**src/rtl/numarator_pkg.sv**
```systemverilog
// Shared constants and types for the numarator_mod up/down counter.
// Holds the wrap/saturate mode codes, default geometry and the step-decision encoding.
package numarator_pkg;

   localparam int MODE_WRAP = 0;
   localparam int MODE_SAT  = 1;

   localparam int     DEF_WIDTH   = 8;
   localparam longint DEF_MODULUS = 256;

   typedef enum logic [1:0] {
      OP_HOLD  = 2'd0,
      OP_INC   = 2'd1,
      OP_DEC   = 2'd2,
      OP_BOUND = 2'd3
   } step_op_t;

endpackage

```
**src/rtl/numarator_mod_tick_gen.sv**
```systemverilog
// Prescaler: emits one tick every PRESCALE enabled cycles and restarts on sync_clr.
// The count holds while en is low, so a pending step is only delayed and never lost.
module tick_gen #(
   parameter int PRESCALE = 1
) (
   input  logic CLK,
   input  logic RST_N,
   input  logic en,
   input  logic sync_clr,
   output logic tick
);

   localparam int PW = (PRESCALE > 1) ? $clog2(PRESCALE) : 1;
   localparam logic [PW-1:0] LAST = PW'(PRESCALE - 1);

   logic [PW-1:0] cnt;

   assign tick = en && (cnt == LAST);

   always_ff @(posedge CLK or negedge RST_N) begin
      if (!RST_N) begin
         cnt <= '0;
      end else if (sync_clr) begin
         cnt <= '0;
      end else if (en) begin
         cnt <= tick ? '0 : cnt + PW'(1);
      end
   end

endmodule

```
**src/rtl/numarator_mod.sv**
```systemverilog
// Parametrised up/down counter with modulus, prescale, wrap/saturate mode,
// synchronous clear and clamped parallel load.
module numarator_mod
   import numarator_pkg::*;
#(
   parameter int     WIDTH    = DEF_WIDTH,
   parameter longint MODULUS  = DEF_MODULUS,
   parameter int     PRESCALE = 1,
   parameter int     SATURATE = MODE_WRAP
) (
   input  logic             CLK,
   input  logic             RST_N,
   input  logic             en,
   input  logic             up,
   input  logic             clr,
   input  logic             load,
   input  logic [WIDTH-1:0] d,
   output logic [WIDTH-1:0] q,
   output logic             tc,
   output logic             wrap
);

   localparam logic [WIDTH-1:0] MAXV = WIDTH'(MODULUS - 1);

   logic             tick;
   logic [WIDTH-1:0] d_clamped;
   logic [WIDTH-1:0] q_nxt;
   step_op_t         op;

   tick_gen #(
      .PRESCALE(PRESCALE)
   ) u_tick_gen (
      .CLK     (CLK),
      .RST_N   (RST_N),
      .en      (en),
      .sync_clr(clr | load),
      .tick    (tick)
   );

   assign d_clamped = (d > MAXV) ? MAXV : d;
   assign tc        = up ? (q == MAXV) : (q == '0);

   // Direction is sampled on the tick edge itself; between ticks it is ignored.
   always_comb begin
      op    = OP_HOLD;
      q_nxt = q;
      if (tick) begin
         if (up) begin
            op = (q == MAXV) ? OP_BOUND : OP_INC;
         end else begin
            op = (q == '0) ? OP_BOUND : OP_DEC;
         end
      end
      case (op)
         OP_INC:   q_nxt = q + WIDTH'(1);
         OP_DEC:   q_nxt = q - WIDTH'(1);
         OP_BOUND: begin
            if (SATURATE == MODE_SAT) begin
               q_nxt = q;
            end else begin
               q_nxt = up ? '0 : MAXV;
            end
         end
         default:  q_nxt = q;
      endcase
   end

   always_ff @(posedge CLK or negedge RST_N) begin
      if (!RST_N) begin
         q    <= '0;
         wrap <= 1'b0;
      end else if (clr) begin
         q    <= '0;
         wrap <= 1'b0;
      end else if (load) begin
         q    <= d_clamped;
         wrap <= 1'b0;
      end else begin
         q    <= q_nxt;
         wrap <= (op == OP_BOUND);
      end
   end

endmodule

```
**config.mk**
```make
export PLATFORM = sky130hd
export DESIGN_NAME = numarator_mod
export DESIGN_NICKNAME = d
export VERILOG_FILES = /design/src/rtl/numarator_pkg.sv /design/src/rtl/numarator_mod_tick_gen.sv /design/src/rtl/numarator_mod.sv
export SDC_FILE = /design/constraint.sdc
export NUM_CORES = 1
export LEC_CHECK = 0
export ABC_AREA = 1
export CAP_MARGIN = 0
export CORE_MARGIN = 4
export CORE_UTILIZATION = 55
export DETAILED_ROUTE_END_ITERATION = 16
export DONT_BUFFER_PORTS = 1
export PLACE_DENSITY = 0.75
export SETUP_SLACK_MARGIN = 0.1
export SLEW_MARGIN = 20
export SYNTH_ARGS = -nofsm -noshare
export SYNTH_HDL_FRONTEND = slang
export SYNTH_SLANG_ARGS = --single-unit
```
**constraint.sdc**
```tcl
create_clock -name CLK -period 1.92 [get_ports CLK]
set_input_delay 0.288 -clock CLK [delete_from_list [all_inputs] [get_ports CLK]]
set_output_delay 0.288 -clock CLK [all_outputs]
set_load 0.02 [all_outputs]
```
==> metrics.md, run 1 <==
| Metric | Value |
|---|---|
| Mean Syn Cell Area | 6.24 um2 |
| Largest net degree at the start of global routing | 11 |
| Clock slew at reported path FFs | roughly 0.070 ns |
| TNS Setup | -0.754 ns |
| Final WL | ~2500 um |
| Worst-Skew Late Latency | between 0.2 and 0.3 ns |
| CTS tree | done |
| Worst R2R Setup Slack | -0.23 ns |
| WP data required | 2.09 ns |
| Peak Freq | between 400 and 500 MHz |
| CP top delay family | simple AND/OR/NAND/NOR gates |
| Mapped cell area | 942 um2 |
| Post-synth net total | about 170 |
| Final hold violations | 0 |
| 1st-iter DRT viols | 16 |
| Synth top cells by count | nand2_1 (63), inv_1 (17), nor2_1 (17) |
| Fin nets | about 200 |
| Worst path cell trace | nor2_1 -> nand2_1 -> o21bai_2 -> nor2_4 -> ha_4 -> nand2_2 -> nor2_1 -> nand3_1 -> nand2_1 -> nand2_2 -> nand2_1 -> nand2_1 -> nand3_2 -> nand2_1 -> nand2_1 -> nand2_1 |
| DP Wirelength | ~1800 um |
| Area of the multi-input gates | roughly 730 um2 |
| RSZ-0062 raised after global routing | true |
| Die span in x | between 40 and 50 um |
| Starting Density | 60.4% |
| Num ports | 24 |
| Global-route wire length before repair | 4310 um |
| Ant diodes | 0 |
| Post-synth ARST share | between 90% and 100% |
| Gpl congestion | a little over 0.8 |
| Failing checks | negative setup slack |
| Period minus WS final | roughly 2.1 ns |
| Clk buf depth | 2 |
| Antenna violations before repair | 0 |
| Synth area leader | dfrtp_1 |
| Crit. End Element | flop |
| Clock power share | 22.8% |
| Slowest cell on crit path | dfrtp_2 |
| Post-synth top area share | about a quarter |
| Worst slew pin tran | ~0.45 ns |
| Final worst slack | -0.229 ns |
| Sequential element share of the synthesized area | between 20% and 30% |
| DR WL/cell | between 10 and 15 um |
| Synth unique cells | 21 |
| Internal power | ~0.00053 W |
| FF+latch area | 260 um2 |
| Crit path max fanout | 8 |
| Site Rows | 14 |
| Status | complete, but fails checks |
| Pleak | between 0.6 and 0.7 nW |
| Routed Antenna Nets | 0 |
| Port bufs | 0 |
| Root buf cell | clkbuf_4 |
| Syn-to-layout area delta | 38.5% |
| Max-cap violations | 0 |
| Hold Crit Class | in2reg |
| Cell Pwr Density | between 600 and 700 nW/um2 |
| Die area | 2440 um2 |
| Reg power frac | ~28% |
| Setup violators final | 6 |
| Logic pwr share | 48.7% |
| TritonCTS Buffers | 3 |
| Crit-path max cell delay | roughly 0.40 ns |
| Drt first pass iters | 4 |
| Synthesis Warnings | 0 |
| Startpoint types | flop |
| Vias in the first global route | roughly 960 |
| Via count | ~1,000 |
| Top-count cell post-synth | nand2_1 |
| Non-filler cells, final | about 190 |
| Synth area leaders | dfrtp_1 (27%), nand2_1 (25%), ha_1 (8.0%) |
| Avg Vias per Cell | between 5 and 6 |
| Post-synth EDFFs | 0 |
| CP bufs+invs | 0 |
| GRT Overall Usage | 23.0% |
| Worst EP arrival | 2.32 ns |
| Mapped Cells | 151 |
| Clk sink count | 10 |
| Synth Register Bits | 10 |
| Max H-tree Level | 1 |
| Most frequent CP cell | nand2_1 |
| Net Switching | between 0.0003 and 0.0004 W |
| Critical path class | reg2reg |
| Layout cell share with drive strength beyond 1 | roughly a third |
| Sw Share | a little under two fifths |
| Post-synth top flop | dfrtp_1 |
| Pins Over Slew Limit | 0 |
| Final Skew | 0.00642 ns |
| VDD IR max | about 0.58 mV |
| Inst Count DP | around 180 |
| Core Area | between 1500 and 2000 um2 |
| GR Overflow Total | 0 |
| Fillcell total | about 110 |
| Fin crit share | 112% |
| Die height | about 49 um |
| Relative slew slack | between 60% and 70% |
| DRC violations left | 0 |
==> cell type report <==
cell class | instances | area share [%]
Inverter | 20 | 5.75
Multi-Input combinational cell | 121 | 56.3
Sequential cell | 10 | 19.9
Timing Repair Buffer | 21 | 13.7
Tap cell | 16 | 1.53
Clock buffer | 4 | 2.78
==> cells by family (layout without fill, tap and decap cells) <==
group,count (synthesis),after routing,share of synthesized area [%]
and+or+nand+nor,98,98,44.6
buffers and inverters,20,45,7.97
AOI/OAI and AO/OA,12,12,7.04
DFF,10,10,26.6
adders and majority gates,7,7,10.1
xor gates and xnor gates,4,4,3.72
==> stage by stage <==
step | total power, W | utilization, % | area [um2] | hold WS, ns | setup WS (ns)
finish | 0.000858 | 83.7 | 1310 | 0.0681 | -0.229
CTS | 0.000838 | 80.6 | 1260 | 0.0606 | -0.164
global route | 0.000925 | 83.7 | 1310 | 0.0558 | -0.404
global placement | 0.000600 | 74.7 | 1160 | -0.00736 | -0.189
floorplan | 0.000494 | - | 1020 | -0.00759 | -0.110
detailed placement | 0.000608 | 74.7 | 1160 | -0.00739 | -0.195
==> state kept, by name (all words and copies together) (netlist names) <==
register,flops
u_tick_gen.cnt,1
q,8
wrap,1
==> cell usage in the layout, fill, tap and decap left out, types with 2 or more instances in the layout <==
cell	netlist	layout
nand2_2	2	8
o21ai_1	4	4
inv_2	1	2
nor2_4	1	2
nand2_1	63	57
clkbuf_4	0	3
ha_4	0	6
nand4_1	2	2
xor2_1	4	4
dfrtp_1	10	2
nand3_2	1	2
buf_4	0	15
o21ai_0	3	3
clkinv_1	2	2
inv_1	17	16
nor2_2	1	3
a21oi_2	0	2
dfrtp_2	0	8
a21oi_1	4	2
buf_6	0	5
nor2_1	17	14
nand3_1	9	8
==> worst paths after layout <==
check,start,endpoint,cells past startpoint
worst max-delay path,q[1],q[7],16
worst min register to register,u_tick_gen.cnt,u_tick_gen.cnt,2
max in group asynchronous,RST_N,q[0],1
worst min-delay path,en,u_tick_gen.cnt,1
worst max register to register,q[1],q[7],16
min in group asynchronous,RST_N,wrap,1
==> power by group through the flow <==
stage / Clock [W] / Sequential (W) / Combinational [W]
finish: 0.000196 / 0.000245 / 0.000418
detailed placement: 0 / 0.000247 / 0.000360
CTS: 0.000201 / 0.000243 / 0.000394
global placement: 0 / 0.000246 / 0.000354
floorplan: 0 / 0.000290 / 0.000204
global route: 0.000211 / 0.000248 / 0.000466
==> routing by layer <==
metal | GRT usage, % | wire length [um] | vias up
li1 | - | - | 526
met1 | 28.3 | 1040 | 453
met2 | 36.4 | 1250 | 36
met3 | 9.48 | 185 | 4
met4 | 6.91 | 34 | 0
met5 | 0 | 0 | -
==> timing repair <==
item / CTS / global route
setup endpoints to repair: 8 / 8
pin swaps: 8 / 14
hold buffers: 1 / 0
buffers inserted: 3 / 2
endpoints found under the hold margin: 10 / 0
gates resized for setup: 8 / 10
==> worst reg2reg max path, stage by stage, from the launching register on <==
cell and delay (ns):
dfrtp_2 0.40, nor2_1 0.12, nand2_1 0.08, o21bai_2 0.20, nor2_4 0.13, ha_4 0.32
nand2_2 0.06, nor2_1 0.10, nand3_1 0.12, nand2_1 0.10, nand2_2 0.05, nand2_1 0.05
nand2_1 0.06, nand3_2 0.08, nand2_1 0.06, nand2_1 0.06, nand2_1 0.05
Power figures use the tool's default switching activity.
==> run 2, diff against run 1 <==
PLACE_DENSITY = 0.72   (was 0.75)
clock period = 2.05 ns   (was 1.92 ns; I/O delays follow)
==> run 2 against run 1 <==
Effect of this change:
- the flow still finishes with violations (negative setup slack)
- non-clock buffer count decreased by 4
- clock skew increased by 0.0011 ns
- register-to-register slack improved by 0.19 ns
==> metrics.md, run 2 (synthesis gave the netlist of run 1 again) <==
| Metric | Value |
|---|---|
| 1st-iter DRT viols | 29 (was 16) |
| Vias in the first global route | 1,014 (was 962) |
| DR WL/cell | 14.7 um (was 13.1 um) |
| Die height | 49.4 um (unchanged) |
| Final Skew | 0.00753 ns (was 0.00642 ns) |
| GRT Overall Usage | 23.2% (was 23.0%) |
| WP data required | 2.21 ns (was 2.09 ns) |
| Gpl congestion | 0.793 (was 0.830) |
| Crit. End Element | flop (unchanged) |
| Largest net degree at the start of global routing | 11 (unchanged) |
| Hold Worst Slack | 0.103 ns (was 0.0681 ns) |
| Worst path cell trace | nor2_2 -> nand2_1 -> o21bai_2 -> nor2_4 -> ha_4 -> inv_1 -> nand2_2 -> nand3_2 -> nand2_1 -> nand2_1 -> nand2_1 -> nand2_1 -> nand3_2 -> nand2_1 -> nand2_1 -> nand2_1 (was nor2_1 -> nand2_1 -> o21bai_2 -> nor2_4 -> ha_4 -> nand2_2 -> nor2_1 -> nand3_1 -> nand2_1 -> nand2_2 -> nand2_1 -> nand2_1 -> nand3_2 -> nand2_1 -> nand2_1 -> nand2_1) |
| Crit path max fanout | 8 (unchanged) |
| Die area | 2440 um2 (unchanged) |
| Failing checks | negative setup slack (unchanged) |
| Clk buf depth | 2 (unchanged) |
| Antenna violations before repair | 0 (unchanged) |
| Layout cell share with drive strength beyond 1 | 35.5% (was 34.1%) |
| CP top delay family | simple AND/OR/NAND/NOR gates (unchanged) |
| Peak Freq | 480 MHz (was 465 MHz) |
| GR Overflow Total | 0 (unchanged) |
| Clock slew at reported path FFs | 0.07 ns (about the same) |
| RSZ-0062 raised after global routing | true (unchanged) |
| Final hold violations | 0 (unchanged) |
| Worst EP arrival | 2.25 ns (was 2.32 ns) |
| Ant diodes | 0 (unchanged) |
| Site Rows | 14 (unchanged) |
| Most flops, register | q (unchanged) |
| Critical path class | reg2reg (unchanged) |
| Die span in x | 49.4 um (unchanged) |
| Commonest non-fill, non-tap cell in the layout | nand2_1 (unchanged) |
| Startpoint types | flop (unchanged) |
| Avg Vias per Cell | 5.47 (was 5.31) |
| Area of the multi-input gates | 763 um2 (was 734 um2) |
| Most frequent CP cell | nand2_1 (unchanged) |
| DP Wirelength | 1870 um (was 1830 um) |
| Worst-Skew Late Latency | 0.27 ns (was 0.28 ns) |
| Worst slew pin tran | 0.484 ns (was 0.451 ns) |
| Via count | 1,029 (was 1,019) |
| Max H-tree Level | 1 (unchanged) |
| Max-cap violations | 0 (unchanged) |
| Pleak | 0.663 nW (was 0.671 nW) |
| Hold Crit Class | in2reg (unchanged) |
| Cell Pwr Density | 622 nW/um2 (was 658 nW/um2) |
| Final worst slack | -0.0347 ns (was -0.229 ns) |
| CP bufs+invs | 1 (was 0) |
| Root buf cell | clkbuf_4 (unchanged) |
| Max FFs per register | 8 (unchanged) |
| Final Core Density | 82.7% (was 83.7%) |
| Status | complete, but fails checks (unchanged) |
| Clk sink count | 10 (unchanged) |
| Starting Density | 60.4% (unchanged) |
| TritonCTS Buffers | 3 (unchanged) |
| Port bufs | 0 (unchanged) |
| CTS tree | done (unchanged) |
| DRC violations left | 0 (unchanged) |
| Slowest cell on crit path | dfrtp_2 (unchanged) |
| Most frequent cells in the layout | nand2_1 (57), inv_1 (16), buf_4 (15), nor2_1 (12), dfrtp_2 (8) (was nand2_1 (57), inv_1 (16), buf_4 (15), nor2_1 (14)) |
| Crit-path max cell delay | 0.41 ns (was 0.40 ns) |
| Pins Over Slew Limit | 0 (unchanged) |
| Period minus WS final | 2.08 ns (was 2.15 ns) |
| Fillcell total | 115 (was 106) |
| Routed Antenna Nets | 0 (unchanged) |
| Global-route wire length before repair | 4330 um (was 4310 um) |
| Setup violators final | 1 (was 6) |
| Num ports | 24 (unchanged) |
| Core Area | 1560 um2 (unchanged) |
| Relative slew slack | 67.6% (was 69.8%) |
| Drt first pass iters | 4 (unchanged) |
| VDD IR max | 0.588 mV (was 0.579 mV) |
| Fin crit share | 102% (was 112%) |
| FF+latch area | 260 um2 (unchanged) |
| Final WL | 2760 um (was 2510 um) |
| Biggest regs | q x8, u_tick_gen.cnt x1, wrap x1 (unchanged) |
| Syn-to-layout area delta | 36.8% (was 38.5%) |
| Fin nets | 194 (was 198) |
-- run 2: cell types whose count changed in the layout (fill, tap and decap cells not counted), moves of 2 or more --
cell,previous run,this run
buf_6,5,1
nor2_1,14,12
nand3_2,2,5
nand3_1,8,5
-- run 2: worst paths after layout --
kind                                  end  depth (start not counted)           start  slack, ns
max in group asynchronous            q[2]                          1           RST_N       1.26
min in group asynchronous            wrap                          1           RST_N       0.43
max                                  q[7]                         16            q[0]      -0.03
max reg2reg                          q[7]                         16            q[0]      -0.03
min                        u_tick_gen.cnt                          1              en       0.10
min reg2reg                u_tick_gen.cnt                          2  u_tick_gen.cnt       0.53
-- run 2: repair_timing --
item / CTS / global route
pin swaps: 16 / 25
hold buffers: 1 / 0
endpoints found under the setup margin: 5 / 8
hold endpoints to repair: 10 / 0
gates cloned: 0 / 0
setup buffers: 4 / 2
gates resized for setup: 9 / 13
-- run 2: per-layer routing --
layer,vias to the layer above,track usage (%),part of all wire (%)
met5,-,0,0
met4,0,6.45,2.8
met3,10,9.17,7.3
met2,44,41.3,49
met1,463,25.2,40
li1,512,-,-
-- run 2: final cells by class --
class / instances / share of cell area [%]
tap: 16 / 1.55
timing repair buffer: 17 / 10.4
inverter: 20 / 5.83
clock buffer: 4 / 2.82
sequential: 10 / 20.2
multi-input combinational: 121 / 59.2
-- run 2: worst register-to-register path, stage by stage (launching register included) --
cell and delay [ns]:
dfrtp_2 0.41, nor2_2 0.12, nand2_1 0.09, o21bai_2 0.18, nor2_4 0.12, ha_4 0.32, inv_1 0.06, nand2_2 0.09
nand3_2 0.10, nand2_1 0.07, nand2_1 0.06, nand2_1 0.05, nand2_1 0.06, nand3_2 0.09, nand2_1 0.05, nand2_1 0.06
nand2_1 0.06
-- run 2: where the power goes --
part / leakage, nW / total, W / switching, W / internal (W)
registers: 0.121 / 0.000230 / 0.0000126 / 0.000218
logic: 0.522 / 0.000390 / 0.000226 / 0.000165
clock network: 0.0210 / 0.000181 / 0.0000733 / 0.000108
total: 0.663 / 0.000802 / 0.000312 / 0.000490
-- run 2: through the flow --
stage / cell area (um2) / setup slack, ns / instances / power [W] / TNS, ns
finish: 1290 / -0.0347 / 188 / 0.000802 / -0.0347
global route: 1290 / -0.209 / 188 / 0.000856 / -0.780
CTS: 1220 / -0.0515 / 186 / 0.000755 / -0.109
detailed placement: 1120 / -0.0712 / 177 / 0.000541 / -0.0712
global placement: 1120 / -0.0597 / 177 / 0.000536 / -0.0597
floorplan: 1020 / 0.0203 / 151 / 0.000463 / 0
